### config.mk
export PLATFORM = sky130hd
export DESIGN_NAME = pc_sequencer
export DESIGN_NICKNAME = d
export VERILOG_FILES = /design/src/rtl/pc_sequencer.sv
export SDC_FILE = /design/constraint.sdc
export NUM_CORES = 1
export LEC_CHECK = 0
export CAP_MARGIN = 20
export CORE_AREA = 3 3 44 46
export CTS_BUF_LIST = sky130_fd_sc_hd__clkbuf_8
export DETAILED_ROUTE_END_ITERATION = 8
export DIE_AREA = 0 0 47 49
export GPL_ROUTABILITY_DRIVEN = 0
export GPL_TIMING_DRIVEN = 0
export PLACE_DENSITY = 0.73
export SLEW_MARGIN = 40
export SYNTH_ARGS = -nofsm -noshare
export SYNTH_HDL_FRONTEND = slang
export SYNTH_SLANG_ARGS = --single-unit
### constraint.sdc
create_clock -name clk -period 1.34 [get_ports clk]
set_input_delay 0.268 -clock clk [delete_from_list [all_inputs] [get_ports clk]]
set_output_delay 0.268 -clock clk [all_outputs]
set_load 0.005 [all_outputs]
### src/rtl/pc_sequencer.sv
// pc_sequencer: fetch / next-PC controller for the PC register.
//
// It handshakes each fetch with instruction memory and then selects the
// next PC. The priority is halt, then ret, then call, then branchTake, then
// increment. It is the only block that may load the PC register.
//
// Optional return stack: define PC_SEQ_RET_STACK_EN to build it.
// Without that macro there is no stack. call then acts as a plain branch,
// ret is ignored, and stackErr is tied low.
//
// Ports:
//   clk, rst      clock and synchronous active-high reset
//   pc            current PC, read back from the PC register
//   pcNext        next PC value, loaded when pcEnable is high
//   pcEnable      load strobe to the PC register
//   fetchReq      fetch request to instruction memory
//   fetchAck      instruction at pc is valid this cycle
//   stall         execute is not ready; the PC is held
//   branchTake    jump to branchTarget
//   branchTarget  jump / call destination
//   call, ret     subroutine call (push pc+1) and return (pop)
//   halt, resume  enter HALT after the current instruction, and leave it
//   halted        high while in HALT
//   stackErr      sticky return-stack overflow / underflow flag
module pc_sequencer #(
  parameter int PC_WIDTH    = 9,
  parameter int STACK_DEPTH = 4
) (
  input  logic                clk,
  input  logic                rst,
  input  logic [PC_WIDTH-1:0] pc,
  output logic [PC_WIDTH-1:0] pcNext,
  output logic                pcEnable,
  output logic                fetchReq,
  input  logic                fetchAck,
  input  logic                stall,
  input  logic                branchTake,
  input  logic [PC_WIDTH-1:0] branchTarget,
  input  logic                call,
  input  logic                ret,
  input  logic                halt,
  input  logic                resume,
  output logic                halted,
  output logic                stackErr
);

  typedef enum logic [1:0] {S_IDLE, S_FETCH, S_EXEC, S_HALT} state_e;

  state_e state_q, state_d;

  // Wraps modulo 2^PC_WIDTH without any flag.
  logic [PC_WIDTH-1:0] pc_inc;
  assign pc_inc = pc + PC_WIDTH'(1);

`ifdef PC_SEQ_RET_STACK_EN
  localparam int IDX_W = $clog2(STACK_DEPTH);
  localparam int PTR_W = IDX_W + 1;  // one extra bit so the count can reach STACK_DEPTH

  logic [PC_WIDTH-1:0] stack_q [STACK_DEPTH];
  logic [PTR_W-1:0]    sp_q;       // number of valid entries
  logic                err_q;
  logic                do_push, do_pop, err_set;
  logic                stack_full, stack_empty;
  logic [IDX_W-1:0]    wr_idx, rd_idx;

  assign stack_full  = (sp_q == PTR_W'(STACK_DEPTH));
  assign stack_empty = (sp_q == '0);
  assign wr_idx      = IDX_W'(sp_q);
  assign rd_idx      = IDX_W'(sp_q - PTR_W'(1));
  assign stackErr    = err_q;
`else
  assign stackErr = 1'b0;
`endif

  // Outputs are decoded from the state and the current inputs, so pcNext
  // and pcEnable appear in the same EXEC cycle that the PC register loads.
  always_comb begin
    // NOTE: every output of this block gets a default first, so no path can leave a latch.
    state_d  = state_q;
    pcNext   = '0;
    pcEnable = 1'b0;
    fetchReq = 1'b0;
    halted   = 1'b0;
`ifdef PC_SEQ_RET_STACK_EN
    do_push  = 1'b0;
    do_pop   = 1'b0;
    err_set  = 1'b0;
`endif
    case (state_q)
      S_IDLE: state_d = S_FETCH;
      S_FETCH: begin
        fetchReq = 1'b1;
        if (fetchAck) state_d = S_EXEC;
      end
      S_EXEC: begin
        if (!stall) begin
          pcEnable = 1'b1;
          state_d  = halt ? S_HALT : S_FETCH;
          if (halt) begin
            // Halting still retires the current instruction sequentially.
            pcNext = pc_inc;
`ifdef PC_SEQ_RET_STACK_EN
          end else if (ret) begin
            if (stack_empty) begin
              pcNext  = pc_inc;
              err_set = 1'b1;
            end else begin
              pcNext = stack_q[rd_idx];
              do_pop = 1'b1;
            end
          end else if (call) begin
            // On overflow the jump is still taken; only the push is dropped.
            pcNext = branchTarget;
            if (stack_full) err_set = 1'b1;
            else            do_push = 1'b1;
          end else if (branchTake) begin
            pcNext = branchTarget;
`else
          end else if (branchTake || call) begin
            pcNext = branchTarget;
          end else if (ret) begin
            pcNext = pc_inc;
`endif
          end else begin
            pcNext = pc_inc;
          end
        end
      end
      S_HALT: begin
        halted = 1'b1;
        if (resume) state_d = S_FETCH;
      end
      default: state_d = S_IDLE;
    endcase
  end

  always_ff @(posedge clk) begin
    if (rst) state_q <= S_IDLE;
    else     state_q <= state_d;
  end

`ifdef PC_SEQ_RET_STACK_EN
  // A reset that lands in the same cycle as a push or pop wins, so the
  // stack pointer is left empty.
  always_ff @(posedge clk) begin
    if (rst) begin
      sp_q  <= '0;
      err_q <= 1'b0;
    end else begin
      if (do_push)     sp_q <= sp_q + PTR_W'(1);
      else if (do_pop) sp_q <= sp_q - PTR_W'(1);
      if (err_set)     err_q <= 1'b1;
    end
  end

  // NOTE: stack storage has no reset; the pointer alone defines which entries are valid.
  always_ff @(posedge clk) begin
    if (do_push && !rst) stack_q[wr_idx] <= pc_inc;
  end
`endif

endmodule

==> results of run 1 <==
logic make-up (layout without fill, tap and decap cells):
family / after synthesis / count (layout) / share of synthesized area, %
mux: 1 / 1 / 2.33
buf+inv: 8 / 64 / 8.14
simple gates: 25 / 25 / 27.6
fa+ha+maj: 5 / 5 / 14.5
flops: 2 / 2 / 9.30
compound gates: 14 / 14 / 25.0
xor+xnor: 6 / 6 / 12.2
other cells: 1 / 1 / 0.871
area by class of cell:
class                           count  share of cell area [%]
Buffer                              2                    1.76
Inverter                            5                    1.76
Sequential cell                     2                    4.47
Timing Repair Buffer               54                    40.3
Tap cell                           16                    1.88
Multi-Input combinational cell     52                    45.9
Clock buffer                        3                    3.88
worst paths after layout:
| kind | end | slack, ns | from | cells past startpoint |
|---|---|---|---|---|
| worst max register to register | state_q[1] | -0.11 | state_q[0] | 7 |
| worst min register to register | state_q[1] | 0.52 | state_q[1] | 2 |
| worst min-delay path | state_q[1] | 0.52 | state_q[1] | 2 |
| worst max-delay path | pcNext[7] | -0.22 | state_q[0] | 6 |
tightest hold or removal path: cells and delay by family, from the launching register on:
kind / cells / cell delay [ns]
AO/OA/AOI/OAI: 1 / 0.05
flip-flops: 1 / 0.35
AND/OR/NAND/NOR: 1 / 0.08
layer usage:
layer / vias up / global-route usage [%]
li1: 330 / -
met1: 302 / 20.7
met2: 25 / 25.8
met3: 4 / 1.85
met4: 0 / 7.37
met5: - / 0
what timing repair did:
action / CTS / global route
hold buffers: 0 / 0
gates resized for setup: 109 / 16
setup endpoints to repair: 14 / 12
setup buffers: 16 / 1
pin swaps: 17 / 4
cell usage after synthesis:
cell type | count | area [µm²]
xor2_1 | 3 | 26.3
inv_1 | 5 | 18.8
or3_1 | 2 | 12.5
or2_2 | 1 | 6.26
and3_1 | 1 | 6.26
a21oi_1 | 3 | 15.0
mux2i_1 | 1 | 10.0
nand4_1 | 1 | 6.26
clkbuf_1 | 1 | 3.75
a211oi_1 | 7 | 52.6
o21ai_0 | 1 | 5.00
o221ai_1 | 1 | 8.76
buf_4 | 1 | 7.51
nand3_2 | 1 | 10.0
nand2_1 | 4 | 15.0
buf_2 | 1 | 5.00
dfxtp_1 | 2 | 40.0
conb_1 | 1 | 3.75
nand2b_1 | 1 | 6.26
nor2_1 | 11 | 41.3
xnor2_1 | 3 | 26.3
o21bai_2 | 1 | 11.3
nand3_1 | 3 | 15.0
a311oi_2 | 1 | 15.0
ha_1 | 5 | 62.6
metrics by stage:
| step | power, W | setup TNS [ns] | setup WS, ns | cell area, µm² | hold slack (ns) |
|---|---|---|---|---|---|
| floorplan | 0.000166 | 0 | 0.0107 | 434 | 0.330 |
| global placement | 0.000290 | -9.59 | -1.09 | 825 | 0.480 |
| detailed placement | 0.000292 | -9.75 | -1.12 | 825 | 0.488 |
| CTS | 0.000599 | -1.58 | -0.251 | 1000 | 0.495 |
| global route | 0.000683 | -2.41 | -0.282 | 1060 | 0.544 |
| finish | 0.000645 | -1.86 | -0.219 | 1060 | 0.525 |
report_power, final:
group	switching [W]	internal (W)
combinational	0.000139	0.000194
sequential	0.0000117	0.0000696
clock	0.0000419	0.000189
total	0.000192	0.000453
==> run summary, run 1 <==
Yosys reg bits -> 2
max FFs per register -> 2
fill count -> 116
RSZ-0062 raised after global routing -> true
ANT nets after route -> 0
Final Util -> 69.1%
Final HPWL DP -> 1.18 mm
Worst VDD drop -> 0.000541 V
Worst setup EP type -> output pin
Vias -> 661
CTS Buf Count -> 3
met3 wire length -> 113 µm
metal2 WL -> 997 µm
period utilisation layout -> 116%
Seq. cell area -> 47.5 µm²
critical path type -> reg -> out
crit-path cells -> inv_2, ha_4, nand2b_4, buf_6, a211oi_2, buf_2
Top Ports -> 40
Area Overhead vs Synth -> 147%
post-synthesis cell type count -> 25
critical path launch point type -> flop
Slew Limit Fails -> 0
die footprint -> 2300 µm²
max incr delay on CP -> 0.35 ns
CP max stage cell -> dfxtp_4
global-route wire length before repair -> 2.80 mm
PortBufs -> 37
share of post-route cells with drive strength above 1 -> 57.6%
sequential share of the synthesized area -> 9.30%
Layout Cells excl Fill -> 134
final WL -> 1.91 mm
H-Tree Depth -> 1
Core ar. -> 1540 µm²
biggest regs -> state_q x2
vias in the first global route -> 638
largest net degree at the start of global routing -> 9
WP data required -> 1.07 ns
cells after synthesis -> 62
setup violators final -> 10
Hold Vio Cnt, Final -> 0
Clock transition at path regs -> 0.03 ns
top achievable clock speed -> 641 MHz
worst-path maximum fanout -> 6
Ys Warns -> 0
leakage power -> 0.463 nW
die width -> 47 µm
Max Cap Viol -> 0
DR vias/cell -> 4.93
ant diodes -> 0
GRT Total Usage -> 16.2%
Nets -> 152
failing checks -> setup timing
status -> finished with violations
row cnt -> 14
DP Cell Count -> 115
Worst Path Arrival -> 1.29 ns
Clk Latency, worst-skew pair -> 0.21 ns
PwrDens -> 606 nW/µm²
Highest Signal Layer -> met4
Reg with most FFs -> state_q
post-route minimum period -> 1.56 ns
commonest cells after routing, fill and taps aside -> 16 x buf_4, 16 x buf_2, 13 x clkdlybuf4s50_1
WP buf/inv -> 3
drt drc -> 0
DRT met1 WL -> 774 µm
clock root buffer -> clkbuf_8
Syn Area/Cell -> 6.94 µm²
Iteration-0 DRC Markers -> 4
total clock sinks -> 2
drt pass-1 iters -> 4
Longest Clk Path Bufs -> 2
grt ovf -> 0
Worst Skew -> 0.00134 ns
Post-Syn Area -> 430 µm²
final worst slack -> -0.219 ns
Syn Nets -> 94
initial cell density of the core -> 27.9%
Routed wire per std cell -> 14.3 µm
initial antenna violation count -> 0
multi-input combinational cell area -> 489 µm²
chip height -> 49 µm
Worst Hold Class -> reg -> reg
crit-path leading delay family -> flip-flops
CTS tree -> yes
(Power assumes the default switching activity.)
==> inputs of run 2 (changes only) <==
--- a/config.mk
+++ b/config.mk
@@ -13,7 +13,6 @@
 export GPL_ROUTABILITY_DRIVEN = 0
 export GPL_TIMING_DRIVEN = 0
 export PLACE_DENSITY = 0.73
-export SLEW_MARGIN = 40
 export SYNTH_ARGS = -nofsm -noshare
 export SYNTH_HDL_FRONTEND = slang
 export SYNTH_SLANG_ARGS = --single-unit
==> results of run 2 <==
Same layout as run 1: the final DEF is identical, and so are final timing and power.
==> inputs of run 3 (changes only) <==
--- a/config.mk
+++ b/config.mk
@@ -8,6 +8,8 @@
 export CAP_MARGIN = 20
 export CORE_AREA = 3 3 44 46
 export CTS_BUF_LIST = sky130_fd_sc_hd__clkbuf_8
+export CTS_CLUSTER_DIAMETER = 60
+export CTS_CLUSTER_SIZE = 8
 export DETAILED_ROUTE_END_ITERATION = 8
 export DIE_AREA = 0 0 47 49
 export GPL_ROUTABILITY_DRIVEN = 0
==> results of run 3 <==
Same layout as run 1: the final DEF is identical, and so are final timing and power.
